$ cat config.mk
export PLATFORM = sky130hd
export DESIGN_NAME = load_store_unit
export DESIGN_NICKNAME = d
export VERILOG_FILES = /design/src/rtl/riscv_pkg.sv /design/src/rtl/lsu_align.sv /design/src/rtl/load_store_unit.sv
export SDC_FILE = /design/constraint.sdc
export NUM_CORES = 1
export LEC_CHECK = 0
export CAP_MARGIN = 20
export CELL_PAD_IN_SITES_DETAIL_PLACEMENT = 1
export CELL_PAD_IN_SITES_GLOBAL_PLACEMENT = 1
export CORE_MARGIN = 1
export CORE_UTILIZATION = 29
export CTS_CLUSTER_SIZE = 12
export DETAILED_ROUTE_END_ITERATION = 6
export GPL_TIMING_DRIVEN = 1
export PLACE_DENSITY_LB_ADDON = 0.3
export SLEW_MARGIN = 20
export SYNTH_ARGS = -nofsm -noshare
export SYNTH_HDL_FRONTEND = slang
export SYNTH_HIERARCHICAL = 1
export SYNTH_SLANG_ARGS = --single-unit
$ cat constraint.sdc
create_clock -name clk -period 1.8 [get_ports clk]
set_clock_uncertainty 0.1 [all_clocks]
set_input_delay 0.36 -clock clk [delete_from_list [all_inputs] [get_ports clk]]
set_output_delay 0.36 -clock clk [all_outputs]
set_load 0.03 [all_outputs]
$ cat src/rtl/riscv_pkg.sv
// riscv_pkg: shared funct3 access-size codes and load/store unit state encoding
package riscv_pkg;
  localparam logic [2:0] F3_B  = 3'b000;
  localparam logic [2:0] F3_H  = 3'b001;
  localparam logic [2:0] F3_W  = 3'b010;
  localparam logic [2:0] F3_BU = 3'b100;
  localparam logic [2:0] F3_HU = 3'b101;
  typedef enum logic [1:0] {IDLE, ACCESS, DONE} lsu_state_t;
endpackage

$ cat src/rtl/lsu_align.sv
// lsu_align: byte enables, store lane replication, load extraction and misalign detection
// Request side: funct3/off/wdata -> be, lanes, misalign.
// Response side: ld_funct3/ld_off/bus_rdata -> ld_data (sign- or zero-extended).
// Reserved funct3 codes fall through to word behaviour.
import riscv_pkg::*;
module lsu_align (
  input  logic [2:0]  funct3,
  input  logic [1:0]  off,
  input  logic [31:0] wdata,
  output logic [3:0]  be,
  output logic [31:0] lanes,
  output logic        misalign,
  input  logic [2:0]  ld_funct3,
  input  logic [1:0]  ld_off,
  input  logic [31:0] bus_rdata,
  output logic [31:0] ld_data
);
  logic        is_b, is_h, ld_b, ld_h;
  logic [7:0]  byte_v;
  logic [15:0] half_v;
  assign is_b     = funct3 == F3_B || funct3 == F3_BU;
  assign is_h     = funct3 == F3_H || funct3 == F3_HU;
  assign ld_b     = ld_funct3 == F3_B || ld_funct3 == F3_BU;
  assign ld_h     = ld_funct3 == F3_H || ld_funct3 == F3_HU;
  assign be       = is_b ? 4'b0001 << off : is_h ? (off[1] ? 4'b1100 : 4'b0011) : 4'b1111;
  assign lanes    = is_b ? {4{wdata[7:0]}} : is_h ? {2{wdata[15:0]}} : wdata;
  assign misalign = is_h ? off[0] : !is_b && off != 2'b00;
  assign byte_v   = bus_rdata[{ld_off, 3'b000} +: 8];
  assign half_v   = ld_off[1] ? bus_rdata[31:16] : bus_rdata[15:0];
  // funct3[2] marks the unsigned variants, so it suppresses the sign bit
  assign ld_data  = ld_b ? {{24{byte_v[7] & ~ld_funct3[2]}}, byte_v}
                  : ld_h ? {{16{half_v[15] & ~ld_funct3[2]}}, half_v}
                  : bus_rdata;
endmodule

$ cat src/rtl/load_store_unit.sv
// load_store_unit: multi-cycle data-memory access stage with request/ready bus and core stall
// Core side: mem_rd/mem_wr (store wins), funct3, addr, wdata in; rdata, stall, misalign, fault out.
// Bus side: bus_req, bus_we, bus_addr (word aligned), bus_be, bus_wdata out; bus_ready, bus_rdata in.
// Optional LSU_TIMEOUT_EN: abort an access after TIMEOUT_CYCLES unanswered ACCESS cycles.
import riscv_pkg::*;
module load_store_unit #(
  parameter int TIMEOUT_CYCLES = 16
) (
  input  logic        clk,
  input  logic        rst_n,
  input  logic        mem_rd,
  input  logic        mem_wr,
  input  logic [2:0]  funct3,
  input  logic [31:0] addr,
  input  logic [31:0] wdata,
  output logic [31:0] rdata,
  output logic        stall,
  output logic        misalign,
  output logic        fault,
  output logic        bus_req,
  output logic        bus_we,
  output logic [31:0] bus_addr,
  output logic [3:0]  bus_be,
  output logic [31:0] bus_wdata,
  input  logic        bus_ready,
  input  logic [31:0] bus_rdata
);
  lsu_state_t  state;
  logic [2:0]  f3_q;
  logic [1:0]  off_q;
  logic [3:0]  be;
  logic [31:0] lanes, ld_data;
  logic        mis, req, accept, timeout;
  lsu_align u_align (
    .funct3(funct3), .off(addr[1:0]), .wdata(wdata), .be(be), .lanes(lanes), .misalign(mis),
    .ld_funct3(f3_q), .ld_off(off_q), .bus_rdata(bus_rdata), .ld_data(ld_data)
  );
  assign req      = mem_rd || mem_wr;
  assign accept   = rst_n && state == IDLE && req && !mis;
  assign stall    = accept || (rst_n && state == ACCESS);
  assign misalign = rst_n && state == IDLE && req && mis;
`ifdef LSU_TIMEOUT_EN
  localparam int CW = $clog2(TIMEOUT_CYCLES + 1);
  localparam logic [CW-1:0] TLIM = CW'(TIMEOUT_CYCLES - 1);
  logic [CW-1:0] cnt;
  // bus_ready in the final counted cycle still completes normally
  assign timeout = state == ACCESS && !bus_ready && cnt == TLIM;
  always_ff @(posedge clk) begin
    if (!rst_n) begin
      cnt   <= '0;
      fault <= 1'b0;
    end else begin
      cnt   <= state == ACCESS ? cnt + 1'b1 : '0;
      fault <= timeout;
    end
  end
`else
  logic [31:0] unused_tmo;
  assign unused_tmo = TIMEOUT_CYCLES;
  assign timeout    = 1'b0;
  assign fault      = 1'b0;
`endif
  always_ff @(posedge clk) begin
    if (!rst_n) begin
      state     <= IDLE;
      rdata     <= '0;
      bus_req   <= 1'b0;
      bus_we    <= 1'b0;
      bus_addr  <= '0;
      bus_be    <= '0;
      bus_wdata <= '0;
      f3_q      <= F3_W;
      off_q     <= '0;
    end else begin
      case (state)
        IDLE: if (accept) begin
          state     <= ACCESS;
          bus_req   <= 1'b1;
          bus_we    <= mem_wr;
          bus_addr  <= {addr[31:2], 2'b00};
          bus_be    <= be;
          bus_wdata <= lanes;
          f3_q      <= funct3;
          off_q     <= addr[1:0];
        end
        ACCESS: if (bus_ready || timeout) begin
          state   <= DONE;
          bus_req <= 1'b0;
          rdata   <= bus_ready && !bus_we ? ld_data : '0;
        end
        default: state <= IDLE;
      endcase
    end
  end
endmodule

==> Word-level counts from Yosys, hierarchy flattened <==
Index checks and enable logic that the tools add are counted.
{ "totals": {"register_bits": 107, "latchBits": 0, "mem_bits_rw": 0, "wordCells": 64, "memories": 0, "rom_bits": 0, "in_bits": 104} }
{ "op_classes": {"n_mul": 0, "div": 0, "reduce_logical": 25, "muxes": 16, "addsub": 0, "n_bitwise": 3, "n_eq_ne": 9, "shift": 2, "magnitude_cmp": 0} }
{ "op_table": {"columns": ["op", "n"], "rows": [
  ["$mux 32", 5],
  ["$shiftx 32x6->8", 1],
  ["$mux 16", 1],
  ["$eq 3x3->1 const B", 4],
  ["$mux 4", 3],
  ["$logic_and 1x1->1", 7],
  ["$eq 3x1->1 const B", 2],
  ["$logic_not 3->1", 2],
  ["$logic_or 1x1->1", 6],
  ["$reduce_and 2->1", 3],
  ["$mux 2", 2],
  ["$ne 2x2->1 const B", 2],
  ["$pmux 2 s2", 1],
  ["$reduce_bool 2->1", 2],
  ["$shl 1x2->4 const A", 1],
  ["$logic_not 1->1", 3],
  ["$mux 1", 3],
  ["$reduce_and 3->1", 1],
  ["$and 1x1->1", 2],
  ["$eq 2x1->1 const B", 1],
  ["$logic_not 2->1", 1],
  ["$pmux 1 s2", 1],
  ["$not 1->1", 1]
]} }

==> Longest topological paths before layout <==
{ "depth": {"depth_word": 9, "depth_mapped": 8, "depth_no_buf": 5} }

==> Hierarchy <==
Netlist, hierarchy kept.
{ "by_module_without_submodules": {"columns": ["module", "area_each_um2", "seq_area_each_um2", "instances", "cells_per_inst"], "rows": [
  ["load_store_unit", 4309.1, 2142.1, 1, 481],
  ["lsu_align", 1468.9, 0.0, 1, 197]
]} }

==> Worst setup path after synthesis <==
OpenSTA, ideal clock, no wires.
{ "synth_timing": {"kind": "in2out", "start": "input funct3[0]", "end": "output stall", "setup_slack_ns": -0.031, "arrival_ns": 1.371, "t_required_ns": 1.340, "stages": 7, "path_cell_list": "buf_2 a21oi_1 nor2_1 nor3b_2 buf_2 nand2_2 nand2_1"} }
{ "synth_between": {"elab_chain_cells": 8, "elab_cells_between_ends": 12, "classes_between": "eq/ne: 3; mux: 1; reduce/logical: 8"} }
{ "synth_rtl": {"columns": ["element", "line_no", "source"], "rows": [
  ["from (decl)", "load_store_unit.sv:13", "input logic [2:0] funct3,"],
  ["$eq 3x3->1 / $logic_not 3->1 (equally long branches)", "lsu_align.sv:21", "assign is_b = funct3 == F3_B || funct3 == F3_BU;"],
  ["$logic_or 1x1->1", "lsu_align.sv:21", null],
  ["$logic_not 1->1", "lsu_align.sv:27", "assign misalign = is_h ? off[0] : !is_b && off != 2'b00;"],
  ["$logic_and 1x1->1", "lsu_align.sv:27", null],
  ["$mux 1 (*)", "lsu_align.sv:27", null],
  ["via mis", "load_store_unit.sv:33", "logic mis, req, accept, timeout;"],
  ["$logic_not 1->1 (*)", "load_store_unit.sv:39", "assign accept = rst_n && state == IDLE && req && !mis;"],
  ["$logic_and 1x1->1 (*)", "load_store_unit.sv:39", null],
  ["$logic_or 1x1->1 (*)", "load_store_unit.sv:40", "assign stall = accept || (rst_n && state == ACCESS);"],
  ["to (decl)", "load_store_unit.sv:17", "output logic stall,"]
]} }
Mark *: on every way through the listed nets, which the timed path passes. The rest lies on a longest branch.

==> Final worst setup path <==
{ "layout_timing": {"start": "input addr[0]", "end": "output stall"} }
{ "layout_between": {"elab_chain_cells": 6} }
{ "layout_rtl": {"columns": ["element", "line_no", "source"], "rows": [
  ["from (decl)", "load_store_unit.sv:14", "input logic [31:0] addr,"],
  ["$reduce_bool 2->1", "lsu_align.sv:27", null],
  ["$logic_and 1x1->1", "lsu_align.sv:27", null],
  ["$mux 1 (*)", "lsu_align.sv:27", null],
  ["via mis", "load_store_unit.sv:33", null],
  ["$logic_not 1->1 (*)", "load_store_unit.sv:39", null],
  ["$logic_and 1x1->1 (*)", "load_store_unit.sv:39", null],
  ["$logic_or 1x1->1 (*)", "load_store_unit.sv:40", null]
]} }
Marks and branches as above.

==> reports/results.txt <==
Outcome: complete, but fails checks
Failing checks: negative setup slack
Number of setup violations in the final report: 1
Synth Flop Type: sky130_fd_sc_hd__dfxtp_1
Count of clock tree sinks: 107
Skew-Pair Late Insertion Delay: 0.35 ns
Number of antenna violations at the first check in global routing: 2
Proportion of synthesized flip-flops having asynchronous set or reset: 0%
Highest attainable clock frequency: 555 MHz
# nets final: 1,010
Total wire length after detailed routing: 20,300 µm
Startpoint type of the worst setup path: input port
Total congestion overflow after global routing: 0
Area taken by flip-flops and latches: 2150 µm²
DIE WIDTH: 143 µm
Via count: 5,739
Number of detailed-routing iterations run before antenna repair: 4
Total leakage power: 3.79 nW
Count of routing violations after the opening detailed-route iteration: 190
CTS buffer count: 9
Switching power total: 0.00224 W
Post-synthesis register bit count: 107
Post-CTS Hold Buffers: 0
Switching share of power: 33.6%
Kind of critical path: input port to primary output
Register share of total power: 39.8%
Layout area overhead: 51.6%
ANT nets after route: 0
Total Die Area: 20,500 µm²
Maximum net fanout on the critical path: 3
TritonCTS clock tree: built
RePlAce Congestion: 0.867
Maximum number of pins on one net before global-route repair: 56
Overall fraction of global-route tracks in use: 20.5%
Post-route DRC: 0
Class of the most critical hold timing path: input port to register
Root buffer cell: sky130_fd_sc_hd__clkbuf_16
CP endpoint kind: primary output
Via density: 4.88
Most common library cells after synthesis: sky130_fd_sc_hd__nand2_1, sky130_fd_sc_hd__dfxtp_1, sky130_fd_sc_hd__o21ai_2
Remaining max-slew budget at the tightest pin: 59.6%
Syn Std Cell Area: 5780 µm²
Worst VDD drop: 0.000516 V
First-pass GRT wire length: 32,400 µm
Max-cap check violation count: 0
Placed wire-length estimate: 15,000 µm
Via count of the first global-routing pass: 5,834
Site Rows: 51
Cell area after layout: 8760 µm²
Setup repair after global routing missed its margin: true
Port buffer count: 205
Internal power: 0.00442 W
Worst-case clock buffer depth: 2
Data arrival time of the worst path: 1.34 ns
Cell taking the most area after synthesis: sky130_fd_sc_hd__dfxtp_1
Period Utilization, post-route: 100%
Number of placed I/O pins: 209
Clock network power share: 28.9%
Post-layout minimum cycle time: 1.80 ns
Worst hold slack: 0.305 ns
Placed inst area: 8470 µm²
Synthesized instance count: 678
Number of fill cells: 2,337
Initial core utilization: 29.6%
Fin. max-slew vios: 0
Layout cells sized above 1: 25.7%
Number of enable flip-flop cells after synthesis: 0
Overall die height: 143 µm
Slew @ Worst Pin: 0.606 ns
Final hold violation count: 0
Pwr per Cell Area: 759 nW/µm²
Area used by multi-input combinational logic: 3220 µm²
Synthesis Warnings: 6
Fraction of power consumed by combinational cells: 31.2%
Sum of internal, switching and leakage power: 0.00665 W
Most frequent cell after synthesis: sky130_fd_sc_hd__nand2_1
Endpoint required time on the critical path: 1.34 ns
Core region area: 19,500 µm²
H-Tree Depth: 3
Ranking of synthesized cells by area: sky130_fd_sc_hd__dfxtp_1, sky130_fd_sc_hd__o21ai_2, sky130_fd_sc_hd__nand2_1, sky130_fd_sc_hd__nand3_1, sky130_fd_sc_hd__nand3b_1
Register area share after synthesis: 37.1%
Mean cell area of the mapped netlist: 8.52 µm²
Area fraction of the dominant cell type after synthesis: 37.1%
Wirelength per Cell: 17.3 µm
Number of different library cells in the post-synthesis netlist: 38
Least setup slack across all paths after layout: -0.00179 ns
Clk slew on worst S/H paths: 0.08 ns
==> critical path, cell delays in order <==
cell and delay, ns:
sky130_fd_sc_hd__dlygate4sd2_1 0.27, sky130_fd_sc_hd__a21oi_2 0.14, sky130_fd_sc_hd__nor2_2 0.07, sky130_fd_sc_hd__nor3b_4 0.19, sky130_fd_sc_hd__nand2_2 0.09, sky130_fd_sc_hd__nand2_2 0.09
sky130_fd_sc_hd__buf_12 0.12
==> path summary, 6_finish.rpt <==
check	start	to	cells after the start	slack, ns
worst max-delay path	addr[0]	stall	7	-0.002
worst min-delay path	mem_wr	bus_we$_SDFFE_PN0P_	3	0.30
worst max register to register	off_q[1]$_SDFFE_PN0P_	rdata[30]$_SDFFE_PN0P_	7	0.06
worst min register to register	rdata[10]$_SDFFE_PN0P_	rdata[10]$_SDFFE_PN0P_	2	0.35
==> final cells by class <==
class / count / share of cell area, %
flip-flops and latches: 107 / 24.5
clock inverters: 6 / 0.585
repair buffers: 290 / 31.6
diodes: 1 / 0.0286
multi-input cells: 494 / 36.7
inverters: 4 / 0.171
well taps: 265 / 3.78
clock buffers: 9 / 2.57
==> state kept, by name, indices dropped and copies added (netlist names) <==
signal / cells
f3_q: 3
bus_req: 1
bus_we: 1
bus_wdata: 32
bus_be: 4
rdata: 32
bus_addr: 30
state: 2
off_q: 2
==> power by group through the flow <==
stage               Sequential [W]  Clock, W  Combinational (W)
floorplan                  0.00303         0           0.000859
global placement           0.00271         0            0.00213
detailed placement         0.00271         0            0.00215
CTS                        0.00265   0.00202            0.00207
global route               0.00267   0.00209            0.00224
finish                     0.00265   0.00192            0.00208
==> stage by stage <==
step,utilization [%],TNS (ns),instances,worst slack (ns)
6_report,44.9,-0.00179,1176,-0.00179
5_1_grt,44.9,-0.142,1176,-0.0727
4_1_cts,44.4,-0.0308,1171,-0.0308
3_5_place_dp,43.4,-34.55,1152,-0.376
3_3_place_gp,43.4,-33.37,1152,-0.362
2_1_floorplan,-,0,680,0.0376
==> per-layer routing <==
layer / global-route usage (%) / up-vias / wire [µm]
met1: 25.2 / 2768 / 8750
met3: 6.10 / 16 / 1470
li1: - / 2800 / -
met4: 5.15 / 2 / 256
met2: 34.6 / 153 / 9830
met5: 0 / - / 13
==> placed cells by master (no fill, tap or decap), types with 15 or more instances in the layout <==
cell type / Yosys / layout
sky130_fd_sc_hd__dfxtp_1: 107 / 105
sky130_fd_sc_hd__buf_4: 15 / 69
sky130_fd_sc_hd__o21ai_2: 82 / 82
sky130_fd_sc_hd__o21ai_0: 20 / 20
sky130_fd_sc_hd__nand2_1: 121 / 120
sky130_fd_sc_hd__mux2_2: 16 / 16
sky130_fd_sc_hd__dlygate4sd2_1: 0 / 103
sky130_fd_sc_hd__nand3b_1: 33 / 33
sky130_fd_sc_hd__a21oi_1: 34 / 30
sky130_fd_sc_hd__clkdlybuf4s50_1: 0 / 93
sky130_fd_sc_hd__buf_12: 0 / 15
sky130_fd_sc_hd__nand3_1: 79 / 79
sky130_fd_sc_hd__nor2b_1: 32 / 31
==> repair_timing <==
| item | 4_1_cts | 5_1_grt |
|---|---|---|
| endpoints found under the hold margin | 0 | 0 |
| setup buffers | 4 | 2 |
| pin swaps | 5 | 13 |
| resized for setup | 109 | 18 |
| cloned | 0 | 2 |
| endpoints found under the setup margin | 117 | 29 |
==> cell families after synthesis <==
family          count (synthesis)  synth area share (%)
simple gates                  297                  26.1
compound gates                160                  20.4
flops                         107                  37.1
buf+inv                        80                  8.45
mux                            33                  7.88
other cells                     1                0.0649
(Power assumes the default switching activity.)
